File: config.mk
export PLATFORM = sky130hd
export DESIGN_NAME = serializer_flat
export DESIGN_NICKNAME = d
export VERILOG_FILES = /design/src/rtl/serdes_pkg.sv /design/src/rtl/serializer_if.sv /design/src/rtl/serdes_reg_en.sv /design/src/rtl/serializer_control.sv /design/src/rtl/serializer.sv /design/src/flat_wrapper.sv
export SDC_FILE = /design/constraint.sdc
export NUM_CORES = 1
export LEC_CHECK = 0
export CAP_MARGIN = 20
export CORE_UTILIZATION = 50
export DETAILED_ROUTE_END_ITERATION = 10
export HOLD_SLACK_MARGIN = 0.03
export PLACE_DENSITY_LB_ADDON = 0.08
export SLEW_MARGIN = 20
export SYNTH_ARGS = -nofsm -noshare
export SYNTH_HDL_FRONTEND = slang
export SYNTH_HIERARCHICAL = 1
export SYNTH_SLANG_ARGS = --single-unit
File: constraint.sdc
create_clock -name clk -period 2.8 [get_ports clk]
set_input_delay 0.28 -clock clk [delete_from_list [all_inputs] [get_ports clk]]
set_output_delay 0.28 -clock clk [all_outputs]
set_load 0.05 [all_outputs]
File: src/rtl/serdes_pkg.sv
// -----------------------------------------------------------------------------
// serdes_pkg
// Shared types for the serdes blocks.
//   ser_state_t : serializer control state (IDLE waits for a frame, SEND
//                 streams the buffered frame one word per handshake).
// -----------------------------------------------------------------------------
package serdes_pkg;

  typedef enum logic {
    IDLE = 1'b0,
    SEND = 1'b1
  } ser_state_t;

endpackage : serdes_pkg

File: src/rtl/serializer_if.sv
// -----------------------------------------------------------------------------
// serializer_if
// Handshake bundle around the serializer.
//   recv_val / recv_rdy / recv_msg : parallel frame in (element 0 sent first)
//   send_val / send_rdy / send_msg : serial word out
// Modports:
//   slave  : the serializer itself
//   master : the environment (frame source + word sink)
// -----------------------------------------------------------------------------
interface serializer_if #(
  parameter int N_SAMPLES = 8,
  parameter int BIT_WIDTH = 32
);

  logic                 recv_val;
  logic                 recv_rdy;
  logic [BIT_WIDTH-1:0] recv_msg [N_SAMPLES-1:0];
  logic                 send_val;
  logic                 send_rdy;
  logic [BIT_WIDTH-1:0] send_msg;

  modport slave (
    input  recv_val, recv_msg, send_rdy,
    output recv_rdy, send_val, send_msg
  );

  modport master (
    output recv_val, recv_msg, send_rdy,
    input  recv_rdy, send_val, send_msg
  );

endinterface : serializer_if

File: src/rtl/serdes_reg_en.sv
// -----------------------------------------------------------------------------
// serdes_reg_en
// Common register cell: loads d when en is high, clears asynchronously.
//   clk   : clock
//   reset : asynchronous active-low clear
//   en    : load enable
//   d / q : data in / registered data out
// -----------------------------------------------------------------------------
module serdes_reg_en #(
  parameter int WIDTH = 8
) (
  input  logic             clk,
  input  logic             reset,
  input  logic             en,
  input  logic [WIDTH-1:0] d,
  output logic [WIDTH-1:0] q
);

  // NOTE: storage words get an explicit reset here so the idle output
  // (which shows word 0) is a defined zero rather than X after power-up.
  always_ff @(posedge clk or negedge reset) begin
    if (!reset) begin
      q <= '0;
    end else if (en) begin
      q <= d;
    end
  end

endmodule : serdes_reg_en

File: src/rtl/serializer_control.sv
// -----------------------------------------------------------------------------
// serializer_control
// Two-state FSM plus word index for the serializer.
//   clk, reset : clock / asynchronous active-low reset
//   recv_val   : a parallel frame is offered
//   send_rdy   : downstream takes the current word
//   recv_rdy   : a frame can be accepted this cycle
//   send_val   : a serial word is being presented
//   index      : which buffered word is on send_msg
//   load_en    : frame handshake, loads the buffer
// -----------------------------------------------------------------------------
module serializer_control
  import serdes_pkg::*;
#(
  parameter int N_SAMPLES = 8
) (
  input  logic                         clk,
  input  logic                         reset,
  input  logic                         recv_val,
  input  logic                         send_rdy,
  output logic                         recv_rdy,
  output logic                         send_val,
  output logic [$clog2(N_SAMPLES)-1:0] index,
  output logic                         load_en
);

  localparam int                IDX_W    = $clog2(N_SAMPLES);
  // Compare against N_SAMPLES-1, not the counter's natural wrap, so a
  // non-power-of-two frame never addresses past the last buffer word.
  localparam logic [IDX_W-1:0] LAST_IDX = IDX_W'(N_SAMPLES - 1);

  ser_state_t       state, state_next;
  logic [IDX_W-1:0] index_next;
  logic             is_last;

  assign is_last = (index == LAST_IDX);
  assign load_en = recv_val && recv_rdy;

  // NOTE: state flops use non-blocking assignments so every flop samples
  // pre-edge values regardless of process ordering.
  always_ff @(posedge clk or negedge reset) begin
    if (!reset) begin
      state <= IDLE;
      index <= '0;
    end else begin
      state <= state_next;
      index <= index_next;
    end
  end

  // NOTE: every output of a combinational block is defaulted first, so no
  // path through the case leaves it unassigned and no latch is inferred.
  always_comb begin
    state_next = state;
    index_next = index;
    unique case (state)
      IDLE: begin
        if (recv_val) begin
          state_next = SEND;
          index_next = '0;
        end
      end
      SEND: begin
        if (send_rdy) begin
          if (is_last) begin
            // Last word leaves: a new frame arriving on the same edge keeps
            // the stream going with no idle bubble.
            index_next = '0;
            state_next = recv_val ? SEND : IDLE;
          end else begin
            index_next = index + 1'b1;
          end
        end
      end
      default: begin
        state_next = IDLE;
        index_next = '0;
      end
    endcase
  end

  always_comb begin
    recv_rdy = 1'b0;
    send_val = 1'b0;
    unique case (state)
      IDLE: recv_rdy = 1'b1;
      SEND: begin
        send_val = 1'b1;
        // Buffer frees up on the very edge the last word is taken.
        recv_rdy = is_last && send_rdy;
      end
      default: begin
        recv_rdy = 1'b0;
        send_val = 1'b0;
      end
    endcase
  end

endmodule : serializer_control

File: src/rtl/serializer.sv
// -----------------------------------------------------------------------------
// serializer
// Accepts an N_SAMPLES-word parallel frame and streams it out one word per
// downstream handshake, element 0 first. A new frame can be accepted on the
// cycle the last word leaves, giving gap-free back-to-back frames.
//   clk   : clock, rising edge
//   reset : asynchronous active-low reset
//   io    : serializer_if.slave (recv_* frame side, send_* word side)
// -----------------------------------------------------------------------------
module serializer #(
  parameter int N_SAMPLES = 8,
  parameter int BIT_WIDTH = 32
) (
  input  logic          clk,
  input  logic          reset,
  serializer_if.slave   io
);

  localparam int IDX_W = $clog2(N_SAMPLES);

  logic [IDX_W-1:0]     index;
  logic                 load_en;
  logic                 recv_rdy;
  logic                 send_val;
  logic [BIT_WIDTH-1:0] buffer [N_SAMPLES];

  serializer_control #(
    .N_SAMPLES (N_SAMPLES)
  ) u_control (
    .clk      (clk),
    .reset    (reset),
    .recv_val (io.recv_val),
    .send_rdy (io.send_rdy),
    .recv_rdy (recv_rdy),
    .send_val (send_val),
    .index    (index),
    .load_en  (load_en)
  );

  // The frame buffer only changes on a frame handshake.
  for (genvar i = 0; i < N_SAMPLES; i++) begin : g_buf
    serdes_reg_en #(
      .WIDTH (BIT_WIDTH)
    ) u_word (
      .clk   (clk),
      .reset (reset),
      .en    (load_en),
      .d     (io.recv_msg[i]),
      .q     (buffer[i])
    );
  end

  assign io.recv_rdy = recv_rdy;
  assign io.send_val = send_val;
  // In IDLE index is 0, so this shows word 0 of the last frame (0 after reset).
  assign io.send_msg = buffer[index];

endmodule : serializer
File: src/flat_wrapper.sv
// flat-port wrapper written by rule: the top's interface ports become plain ports
module serializer_flat 
#(
  parameter int N_SAMPLES = 8,
  parameter int BIT_WIDTH = 32
)
  (clk, reset, io_recv_val, io_recv_msg, io_send_rdy, io_recv_rdy, io_send_val, io_send_msg);
  serializer_if #(.N_SAMPLES(N_SAMPLES), .BIT_WIDTH(BIT_WIDTH)) io_i ();
  input  logic clk;
  input  logic reset;
  input wire logic [$bits(io_i.recv_val)-1:0] io_recv_val;
  input wire logic [$bits(io_i.recv_msg)-1:0] io_recv_msg;
  input wire logic [$bits(io_i.send_rdy)-1:0] io_send_rdy;
  output wire logic [$bits(io_i.recv_rdy)-1:0] io_recv_rdy;
  output wire logic [$bits(io_i.send_val)-1:0] io_send_val;
  output wire logic [$bits(io_i.send_msg)-1:0] io_send_msg;
  assign io_i.recv_val = io_recv_val;
  assign io_i.recv_msg = {>>{io_recv_msg}};
  assign io_i.send_rdy = io_send_rdy;
  assign io_recv_rdy = io_i.recv_rdy;
  assign io_send_val = io_i.send_val;
  assign io_send_msg = io_i.send_msg;
  serializer #(.N_SAMPLES(N_SAMPLES), .BIT_WIDTH(BIT_WIDTH)) u_core (.clk(clk), .reset(reset), .io(io_i));
endmodule
Yosys cells after proc, flatten, opt, wreduce, memory -nomap -nowiden
Cells that the tools add are included.
Storage, ports and cells
  register bits: 260
  bits in latches: 0
  memory bits (writable): 0
  memory bits (read-only): 0
  input bits: 260
  output and inout bits: 34
  word-level logic and storage cells: 33
  memories kept: 0
Cells by class
  add/sub/neg operators: 1
  multiply operators: 0
  divide/modulo/power cells: 0
  magnitude comparators: 1
  equality and inequality tests: 3
  shift-type cells: 0
  multiplexer cells: 13
  bitwise operators: 2
  reduce and logical (&&, ||, !) cells: 3
Operators with widths (count)
  32-bit binary-select mux with 3-bit select: 1
  32-bit 2-to-1 mux: 2
  3-bit 2-to-1 mux: 3
  3-bit one-hot mux with 2 select lines: 1
  4-bit greater-or-equal comparator (second input constant): 1
  1-bit 2-to-1 mux: 4
  2-bit != test (second input constant): 2
  3-bit inverter with 4-bit output: 1
  1-bit one-hot mux with 2 select lines: 2
  3-bit by 1-bit adder with 3-bit output (second input constant): 1
  3-bit == test (second input constant): 1
  1-bit logical AND: 2
  2-bit AND reduction: 1
  1-bit inverter: 1

Longest topological paths before layout
Gate-level depths: netlist of the first run.
  depth in word-level cells: 4
  gate-level depth with buffers: 8
  mapped depth without buffers: 6

By module
Netlist of the first run, hierarchy kept.
Modules (own cells, without submodules)
  serdes_reg_en: instances 8, cells each 68, area an instance 1345.0 um2, sequential area each 800.8 um2
  serializer: instances 1, cells each 114, area an instance 2073.2 um2, sequential area each 0.0 um2
  serializer_control: instances 1, cells each 20, area an instance 216.5 um2, sequential area each 100.1 um2

Worst setup path before layout of the first run
Ideal clock, no wire load.
  path type: register to register
  from: register u_core.u_control.state
  to: register u_core.g_buf[0].u_word.q[0]
  library setup time: 0.125 ns
  arrival time: 2.196 ns
  required time: 2.675 ns
  setup slack: 0.479 ns
  stages on the path, launching flop included: 6
  buffers on the path: 2
  clock period less this slack: 2.321 ns
  cells stage by stage: dfrtp_1 > nand2_1 > and2_1 > buf_6 > buf_12 > mux2_4
On the way
  cells in the longest elaborated chain, start to end: 3
RTL lines
  from (decl): line serializer_control.sv:32  | ser_state_t state, state_next;
  from (signal assigned): line serializer_control.sv:46  | state <= state_next;
  1-bit inverter: line serializer_control.sv:85  | unique case (state)
  1-bit one-hot mux with 2 select lines (*): line serializer_control.sv:85
  via io_recv_rdy: line flat_wrapper.sv:14  | output wire logic [$bits(io_i.recv_rdy)-1:0] io_recv_rdy;
  1-bit logical AND (*): line serializer_control.sv:37  | assign load_en = recv_val && recv_rdy;
  via u_core.load_en: line serializer.sv:22  | logic load_en;
  to (signal assigned): line serdes_reg_en.sv:23  | q <= '0;
  to (signal assigned): line serdes_reg_en.sv:25  | q <= d;
  to (decl): line serdes_reg_en.sv:16  | output logic [WIDTH-1:0] q
Mark *: on every way through the listed nets, which the timed path passes. The rest lies on a longest branch.
A chain may end at the register's enable or synchronous reset.

Final worst setup path of the first run
  from: register u_core.u_control.index[0]
  to: output io_send_msg[21]
On the way
  cells in the longest elaborated chain, start to end: 4
RTL lines
  from (decl): line serializer_control.sv:23  | output logic [$clog2(N_SAMPLES)-1:0] index,
  from (signal assigned): line serializer_control.sv:47  | index <= index_next;
  3-bit inverter with 4-bit output (not written as such): line serializer.sv:56  | assign io.send_msg = buffer[index];
  32-bit binary-select mux with 3-bit select: line serializer.sv:56
  32-bit 2-to-1 mux (not written as such) (2 in series): line serializer.sv:56
  to (decl): line flat_wrapper.sv:16  | output wire logic [$bits(io_i.send_msg)-1:0] io_send_msg;
No other way between the ends. The select of a mux whose other input is x is not followed.

==> results.sh, run 1 <==
export IMPL_yosys_warnings=6
export IMPL_cts_buffers=29
export IMPL_p_sw_share_pct=33.9
export IMPL_drt_total_wl_um=30300
export IMPL_power_uw=20500
export IMPL_period_share_pct=97.7
export IMPL_crit_buf_inv=2
export IMPL_register_area_um2=6510
export IMPL_ys_seq_elements=260
export IMPL_cts_clk_slew_worst_paths_ns=0.06
export IMPL_drv_cap=0
export IMPL_vias=7085
export IMPL_crit_start="u_core/u_control/index[0]"
export IMPL_holdWs_ns=0.303
export IMPL_final_common_cell="clkdlybuf4s50_1"
export IMPL_die_w_um=164
export IMPL_core_area_um2=25400
export IMPL_synth_seq_area_share_pct=49.9
export IMPL_r2r_end="u_core/g_buf[5].u_word/q[16]"
export IMPL_first_pass_iters=6
export IMPL_ys_async_sr_fraction_pct=100
export IMPL_first_iter_violations=330
export IMPL_syn_area_per_cell_um2=19.2
export IMPL_use_met2_pct=38.1
export IMPL_slowest_stage="mux4_1"
export IMPL_busiest_layer="met2"
export IMPL_multi_input_area_um2=5850
export IMPL_cp_depth=4
export IMPL_dieArea_um2=26800
export IMPL_p_clk_share_pct=19.7
export IMPL_crit_top_cell="buf_4"
export IMPL_crit_type="flop to output port"
export IMPL_switchingPower_uw=6960
export IMPL_cp_end_kind="output port"
export IMPL_reg2reg_depth=8
export IMPL_die_height_um=164
export IMPL_timing_final_ws_setup_ns=0.0650
export IMPL_reg2reg_setup_slack_ns=0.50
export IMPL_period_minus_slack_ns=2.73
export IMPL_finalSetupTns_ns=0
export IMPL_cts_root_buffer="clkbuf_16"
export IMPL_yosys_cell_types_count=20
export IMPL_startpoint_type="flop"
export IMPL_grt_use_met1_pct=29.3
export IMPL_layout_common_cells="259 x clkdlybuf4s50_1, 257 x dfrtp_1, 241 x mux2_4"
export IMPL_syn_inst=678
export IMPL_critPathMaxFanout=8
export IMPL_final_max_slew_viol_count=0
export IMPL_grt_pass1_wl_um=46400
export IMPL_grt_pass1_vias=8196
export IMPL_timing_fmax_mhz=366
export IMPL_clock_skew_final_ns=0.0131
export IMPL_grtUsageMet3_pct=6.32
export IMPL_dp_slack_ns=0.420
export IMPL_syn_to_final_growth_pct=30.4
export IMPL_synth_fp_nets=940
export IMPL_worstHoldPathType="input pin to async pin"
export IMPL_nFillCells=1761
export IMPL_drive_gt1_share_pct=42.6
export IMPL_p_int_uw=13600
export IMPL_synthFlopType="dfrtp_1"
export IMPL_start_util_pct=51.4
export IMPL_drc=0
export IMPL_max_stage_delay_ns=0.66
export IMPL_ant_nets=0
export IMPL_gp_congestion=0.798
export IMPL_clk_latency_ns=0.54
export IMPL_io_buffers=293
export IMPL_antenna_found_initial=3
export IMPL_finalHoldViolCount=0
export IMPL_path_cells="buf_4 -> mux4_1 -> mux2_2 -> buf_4"
export IMPL_setup_violations_final=0
export IMPL_outcome="completed"
export IMPL_vdd_drop_max_uv=1490
export IMPL_cts_tree="yes"
export IMPL_cp_arrival_ns=2.45
export IMPL_hpwl_um=21000
export IMPL_grt_setup_unrepaired="false"
export IMPL_final_nets=1240
export IMPL_timing_rr_start="u_core/u_control/index[0]"
export IMPL_p_leak_uw=0.00750
export IMPL_rows=58
export IMPL_power_density_nw_per_um2=1210
export IMPL_viasPerCell=5.31
export IMPL_h_tree_depth=1
export IMPL_crit_family="multiplexers"
export IMPL_grt_usage_pct=22.9
export IMPL_wire_per_inst_um=22.7
export IMPL_pwr_share_seq_pct=32.4
export IMPL_synth_area_um2=13100
export IMPL_grt_overflow=0
export IMPL_endpoint="io_send_msg[21]"
export IMPL_synth_edf_count=0
export IMPL_grt_max_degree=71
export IMPL_slew_limit_headroom_pct=61.5
export IMPL_critPathRequiredTime_ns=2.52
export IMPL_comb_power_share_pct=47.9
export IMPL_clock_sinks=260
export IMPL_worst_pin_slew_ns=0.578
export IMPL_cts_buffer_depth=3
export IMPL_io_pins=294
[routing by layer]
layer	part of all wire [%]	vias to the layer above
li1	-	3160
met1	41	3664
met2	49	210
met3	7.1	47
met4	2.5	4
met5	0.089	-
[power by group through the flow]
stage / Combinational (µW) / Clock [µW] / Sequential [µW]
2_1_floorplan: 7670 / 0 / 6250
3_3_place_gp: 9640 / 0 / 6570
3_5_place_dp: 9820 / 0 / 6700
4_1_cts: 9930 / 4150 / 6670
5_1_grt: 10300 / 4300 / 6870
6_report: 9840 / 4040 / 6650
[worst min path at each step]
| stage | from | endpoint | slack, ns | cells after the start |
|---|---|---|---|---|
| detailed placement | reset | u_core/g_buf[3].u_word/q[27] | 0.28 | 1 |
| global placement | reset | u_core/g_buf[2].u_word/q[27] | 0.27 | 1 |
| CTS | reset | u_core/g_buf[3].u_word/q[24] | 0.31 | 2 |
| global route | io_recv_msg[193] | u_core/g_buf[6].u_word/q[1] | 0.32 | 2 |
| finish | reset | u_core/g_buf[2].u_word/q[27] | 0.30 | 2 |
| floorplan | reset | u_core/g_buf[0].u_word/q[0] | -0.02 | 0 |
[worst register-to-register path, cell delays in order (launching register included)]
cell	delay (ns)
dfrtp_4	0.54
ha_1	0.20
ha_1	0.19
nand2_1	0.06
nand2_1	0.10
and2_4	0.19
buf_12	0.20
buf_12	0.33
mux2_4	0.36
[state kept, by name, summed over array words and instances, names as in the netlist]
name / cells
u_core/u_control/index: 3
u_core/g_buf.u_word/q: 256
u_core/u_control/state: 1
[layout make-up]
class / count / share of cell area (%)
well taps: 330 / 2.43
multi-input cells: 368 / 34.4
repair buffers: 319 / 18.8
clock inverters: 6 / 0.655
flip-flops and latches: 260 / 38.3
diodes: 3 / 0.0441
clock buffers: 48 / 5.45
[kinds of logic (layout without fill, tap and decap cells)]
kind of cell	Yosys count	in the layout	share of synthesized area, %
buffers and inverters	50	373	5.30
other	0	3	0
flip-flops	260	260	49.9
adder cells (fa/ha/maj)	2	2	0.192
AND/OR/NAND/NOR	10	10	0.441
AO/OA/AOI/OAI	3	3	0.144
multiplexers	353	353	44.1
[cell usage after synthesis, types with 2 or more instances]
cell type  number  area [µm²]
buf_1           8        30.0
buf_12         24         480
buf_6          15         169
clkbuf_1        2        7.51
dfrtp_1       260        6510
ha_1            2        25.0
mux2_2         48         541
mux2_4        241        3620
mux4_1         40        1050
mux4_2         24         541
nand2_1         4        15.0
o21ai_0         2        10.0
[stage by stage]
| step | utilization [%] | instances | cell area [µm²] |
|---|---|---|---|
| after floorplan | - | 678 | 13100 |
| after global placement | 62.8 | 1274 | 15900 |
| after detailed placement | 62.8 | 1274 | 15900 |
| after CTS | 67.0 | 1331 | 17000 |
| after global routing | 67.0 | 1331 | 17000 |
| final | 67.0 | 1334 | 17000 |
[timing repair]
item / in CTS / in global routing
hold buffers: 1 / 0
gates resized for setup: 1 / 2
endpoints found under the setup margin: 18 / 2
buffers inserted: 2 / 0
endpoints found under the hold margin: 66 / 0
Note: power is estimated with default switching activity, not from simulation.
==> run 2: changes to the inputs <==
- CELL_PAD_IN_SITES_DETAIL_PLACEMENT: unset -> 1
- CELL_PAD_IN_SITES_GLOBAL_PLACEMENT: unset -> 1
- CORE_UTILIZATION: 50 -> 46
==> results.sh, run 2 (synthesized netlist as in run 1, its figures left out) <==
export IMPL_grt_pass1_wl_um=50600
export IMPL_vias=7129
export IMPL_grt_usage_pct=23.2
export IMPL_cts_clk_slew_worst_paths_ns=0.06
export IMPL_startpoint_type="flop"
export IMPL_layout_common_cells="260 x clkdlybuf4s50_1, 257 x dfrtp_1, 241 x mux2_4"
export IMPL_clock_skew_final_ns=0.00619
export IMPL_stdcell_area_um2=17000
export IMPL_core_area_um2=27900
export IMPL_power_density_nw_per_um2=1210
export IMPL_syn_to_final_growth_pct=30.0
export IMPL_gp_congestion=0.804
export IMPL_first_iter_violations=255
export IMPL_finalHoldViolCount=0
export IMPL_placed_area_um2=16000
export IMPL_timing_fmax_mhz=370
export IMPL_cts_tree="yes"
export IMPL_drc=0
export IMPL_drive_gt1_share_pct=41.9
export IMPL_grt_setup_unrepaired="false"
export IMPL_vdd_drop_max_uv=803
export IMPL_timing_rr_start="u_core/u_control/index[0]"
export IMPL_grt_pass1_vias=8351
export IMPL_io_buffers=293
export IMPL_final_max_slew_viol_count=0
export IMPL_crit_start="u_core/u_control/index[0]"
export IMPL_setup_violations_final=0
export IMPL_die_height_um=170
export IMPL_critPathMaxFanout=29
export IMPL_cp_arrival_ns=2.42
export IMPL_cts_buffer_depth=3
export IMPL_critPathRequiredTime_ns=2.52
export IMPL_clock_sinks=260
export IMPL_slew_limit_headroom_pct=54.6
export IMPL_drv_cap=0
export IMPL_viasPerCell=5.18
export IMPL_cp_end_kind="output port"
export IMPL_ant_nets=0
export IMPL_grt_overflow=0
export IMPL_wire_per_inst_um=23.9
export IMPL_outcome="completed"
export IMPL_final_nets=1234
export IMPL_start_util_pct=46.8
export IMPL_antenna_found_initial=6
export IMPL_first_pass_iters=5
export IMPL_period_share_pct=96.6
export IMPL_io_pins=294
export IMPL_worst_pin_slew_ns=0.680
export IMPL_dieArea_um2=29000
export IMPL_grt_max_degree=82
export IMPL_cts_buffers=29
export IMPL_p_leak_uw=0.00745
export IMPL_regMostFlops="u_core/g_buf.u_word/q"
export IMPL_hpwl_um=23000
export IMPL_final_common_cell="clkdlybuf4s50_1"
export IMPL_finalSetupTns_ns=0
export IMPL_die_w_um=170
export IMPL_largest_reg_flops=256
export IMPL_top_regs="u_core/g_buf.u_word/q (256), u_core/u_control/index (3), u_core/u_control/state (1)"
export IMPL_period_minus_slack_ns=2.70
export IMPL_clk_latency_ns=0.54
export IMPL_cts_root_buffer="clkbuf_16"
export IMPL_crit_type="flop to output port"
export IMPL_worstHoldPathType="input pin to async pin"
export IMPL_rows=61
export IMPL_h_tree_depth=1
export IMPL_drt_total_wl_um=32900
run 2: routing by layer:
layer	GRT usage, %	wire, µm	vias up
met5	0	17	-
met1	29.4	13400	3728
li1	-	-	3150
met3	6.79	2360	40
met4	5.05	619	2
met2	39.4	16500	209
run 2: final timing paths:
path | end | slack (ns) | cells past startpoint
setup / recovery | io_send_msg[18] | 0.1 | 4
max in group asynchronous | u_core/g_buf[4].u_word/q[15] | 1.52 | 3
hold reg to reg | u_core/g_buf[5].u_word/q[31] | 0.50 | 1
min in group clk | u_core/g_buf[5].u_word/q[27] | 0.35 | 2
hold / removal | u_core/g_buf[3].u_word/q[25] | 0.29 | 2
setup reg to reg | u_core/g_buf[5].u_word/q[29] | 0.62 | 7
run 2: cell type report:
type / instances / area, µm²
clock buffers: 45 / 876
fillers: 2476 / 10900
diodes: 4 / 10.0
well taps: 378 / 473
flip-flops and latches: 260 / 6510
clock inverters: 8 / 115
repair buffers: 313 / 3130
multi-input cells: 368 / 5850
run 2: worst max-delay path, stage by stage (launching register included):
cell and delay, ns:
dfrtp_4 0.46, buf_12 0.26, mux4_1 0.66, mux2_2 0.29, buf_4 0.19
run 2: power by group:
group          internal (µW)  total (µW)  switching, µW
logic                   5400        9880           4480
registers               5610        6680           1070
clock network           2410        3930           1520
total                  13400       20500           7060
run 2: repair_timing:
item	CTS	global route
endpoints found under the setup margin	8	6
hold buffers	1	0
gates resized for setup	1	3
setup buffers	0	0
hold endpoints to repair	77	0
run 2: metrics by stage:
| step | util, % | hold slack (ns) | std cells | setup slack (ns) | power [µW] |
|---|---|---|---|---|---|
| finish | 60.9 | 0.290 | 1376 | 0.0965 | 20500 |
| global route | 60.9 | 0.341 | 1373 | 0.0203 | 21500 |
| CTS | 60.9 | 0.322 | 1372 | 0.00494 | 20700 |
| detailed placement | 57.3 | 0.306 | 1318 | 0.487 | 16600 |
| global placement | 57.3 | 0.294 | 1318 | 0.533 | 16200 |
| floorplan | - | -0.0156 | 678 | 0.479 | 13900 |
==> run 3: changes to the inputs <==
- CORE_UTILIZATION: 46 -> 43
- SLEW_MARGIN: 20 -> unset
- clock period: 2.8 -> 3 ns (I/O delays scaled with it)
==> results.sh, run 3 (synthesized netlist as in run 1, its figures left out) <==
export IMPL_cts_clk_slew_worst_paths_ns=0.06
export IMPL_period_minus_slack_ns=2.92
export IMPL_power_density_nw_per_um2=1120
export IMPL_startpoint_type="flop"
export IMPL_drc=0
export IMPL_cp_end_kind="output port"
export IMPL_largest_reg_flops=256
export IMPL_ant_nets=0
export IMPL_drv_cap=0
export IMPL_period_share_pct=97.2
export IMPL_crit_type="flop to output port"
export IMPL_critPathMaxFanout=12
export IMPL_nFillCells=2672
export IMPL_p_leak_uw=0.00761
export IMPL_syn_to_final_growth_pct=32.4
export IMPL_wire_per_inst_um=23.6
export IMPL_cts_root_buffer="clkbuf_16"
export IMPL_top_regs="u_core/g_buf.u_word/q (256), u_core/u_control/index (3), u_core/u_control/state (1)"
export IMPL_die_w_um=176
export IMPL_final_nets=1256
export IMPL_viasPerCell=5.11
export IMPL_vdd_drop_max_uv=784
export IMPL_core_area_um2=29700
export IMPL_h_tree_depth=1
export IMPL_drt_total_wl_um=33400
export IMPL_antenna_found_initial=6
export IMPL_setup_violations_final=0
export IMPL_final_max_slew_viol_count=0
export IMPL_rows=63
export IMPL_timing_fmax_mhz=343
export IMPL_regMostFlops="u_core/g_buf.u_word/q"
export IMPL_finalHoldViolCount=0
export IMPL_multi_input_area_um2=5850
export IMPL_grt_max_degree=97
export IMPL_drive_gt1_share_pct=42.1
export IMPL_io_buffers=293
export IMPL_holdWs_ns=0.357
export IMPL_grt_usage_pct=22.1
export IMPL_cts_buffer_depth=3
export IMPL_worst_pin_slew_ns=0.798
export IMPL_gp_congestion=0.827
export IMPL_dieArea_um2=31100
export IMPL_grt_pass1_wl_um=51900
export IMPL_worstHoldPathType="input pin to flop"
export IMPL_vias=7226
export IMPL_clock_sinks=260
export IMPL_final_common_cell="clkdlybuf4s50_1"
export IMPL_grt_overflow=0
export IMPL_register_area_um2=6520
export IMPL_first_pass_iters=4
export IMPL_start_util_pct=43.9
export IMPL_slew_limit_headroom_pct=46.8
export IMPL_grt_pass1_vias=8634
export IMPL_critPathRequiredTime_ns=2.70
export IMPL_cts_tree="yes"
export IMPL_finalSetupTns_ns=0
export IMPL_cts_buffers=31
export IMPL_clk_latency_ns=0.56
export IMPL_clock_skew_final_ns=0.0239
export IMPL_grt_setup_unrepaired="false"
export IMPL_outcome="completed"
export IMPL_die_height_um=176
export IMPL_cp_arrival_ns=2.62
export IMPL_io_pins=294
export IMPL_layout_common_cells="259 x clkdlybuf4s50_1, 257 x dfrtp_1, 241 x mux2_4"
export IMPL_first_iter_violations=317
export IMPL_hpwl_um=23100
[run 3: critical path, cell delays in order, from the launching register on]
cell     delay (ns)
dfrtp_4        0.45
buf_12         0.17
buf_16         0.16
buf_12         0.13
mux4_1         0.64
mux2_2         0.31
buf_4          0.19
[run 3: final timing paths]
path | start | end | slack [ns] | depth (start not counted)
max | u_core/u_control/index[0] | io_send_msg[26] | 0.08 | 6
min | io_recv_msg[157] | u_core/g_buf[4].u_word/q[29] | 0.36 | 2
max reg2reg | u_core/u_control/index[0] | u_core/g_buf[3].u_word/q[11] | 0.33 | 10
min reg2reg | u_core/g_buf[3].u_word/q[6] | u_core/g_buf[3].u_word/q[6] | 0.50 | 1
max in group asynchronous | reset | u_core/g_buf[0].u_word/q[7] | 1.75 | 3
min in group asynchronous | reset | u_core/g_buf[2].u_word/q[27] | 0.37 | 2
[run 3: metal layers]
layer  routed length, µm  track usage [%]  vias to the layer above
li1                    -                -                     3198
met1               13700             28.4                     3756
met2               16500             37.2                      220
met3                2390             5.64                       50
met4                 787             5.62                        2
met5                  13                0                        -
[run 3: what timing repair did]
| item | CTS | global route |
|---|---|---|
| hold buffers | 1 | 0 |
| pin swaps | 0 | 0 |
| gates resized for setup | 12 | 0 |
| gates cloned | 1 | 0 |
| endpoints found under the hold margin | 90 | 0 |
| endpoints found under the setup margin | 30 | 3 |
| setup buffers | 3 | 9 |
[run 3: through the flow]
stage                     util, %  instance area, µm²  cells  worst slack, ns  total power, µW
after floorplan                 -               13100    678            0.679            13000
after global placement       54.1               16100   1337            0.213            15300
after detailed placement     54.1               16100   1337            0.149            15600
after CTS                    57.8               17200   1399          0.00737            19500
after global routing         58.1               17300   1410           0.0273            20400
final                        58.1               17300   1413           0.0841            19400
[run 3: power by group]
group | internal [µW] | total, µW | switching [µW]
registers | 5240 | 6320 | 1080
logic | 5220 | 9370 | 4160
clock network | 2250 | 3700 | 1450
[run 3: layout make-up]
cell class	instances	area share (%)
timing repair buffer	333	19.6
tap	390	2.82
clock inverter	5	0.290
sequential	260	37.7
multi-input combinational	368	33.9
clock buffer	52	5.58
antenna	5	0.0724
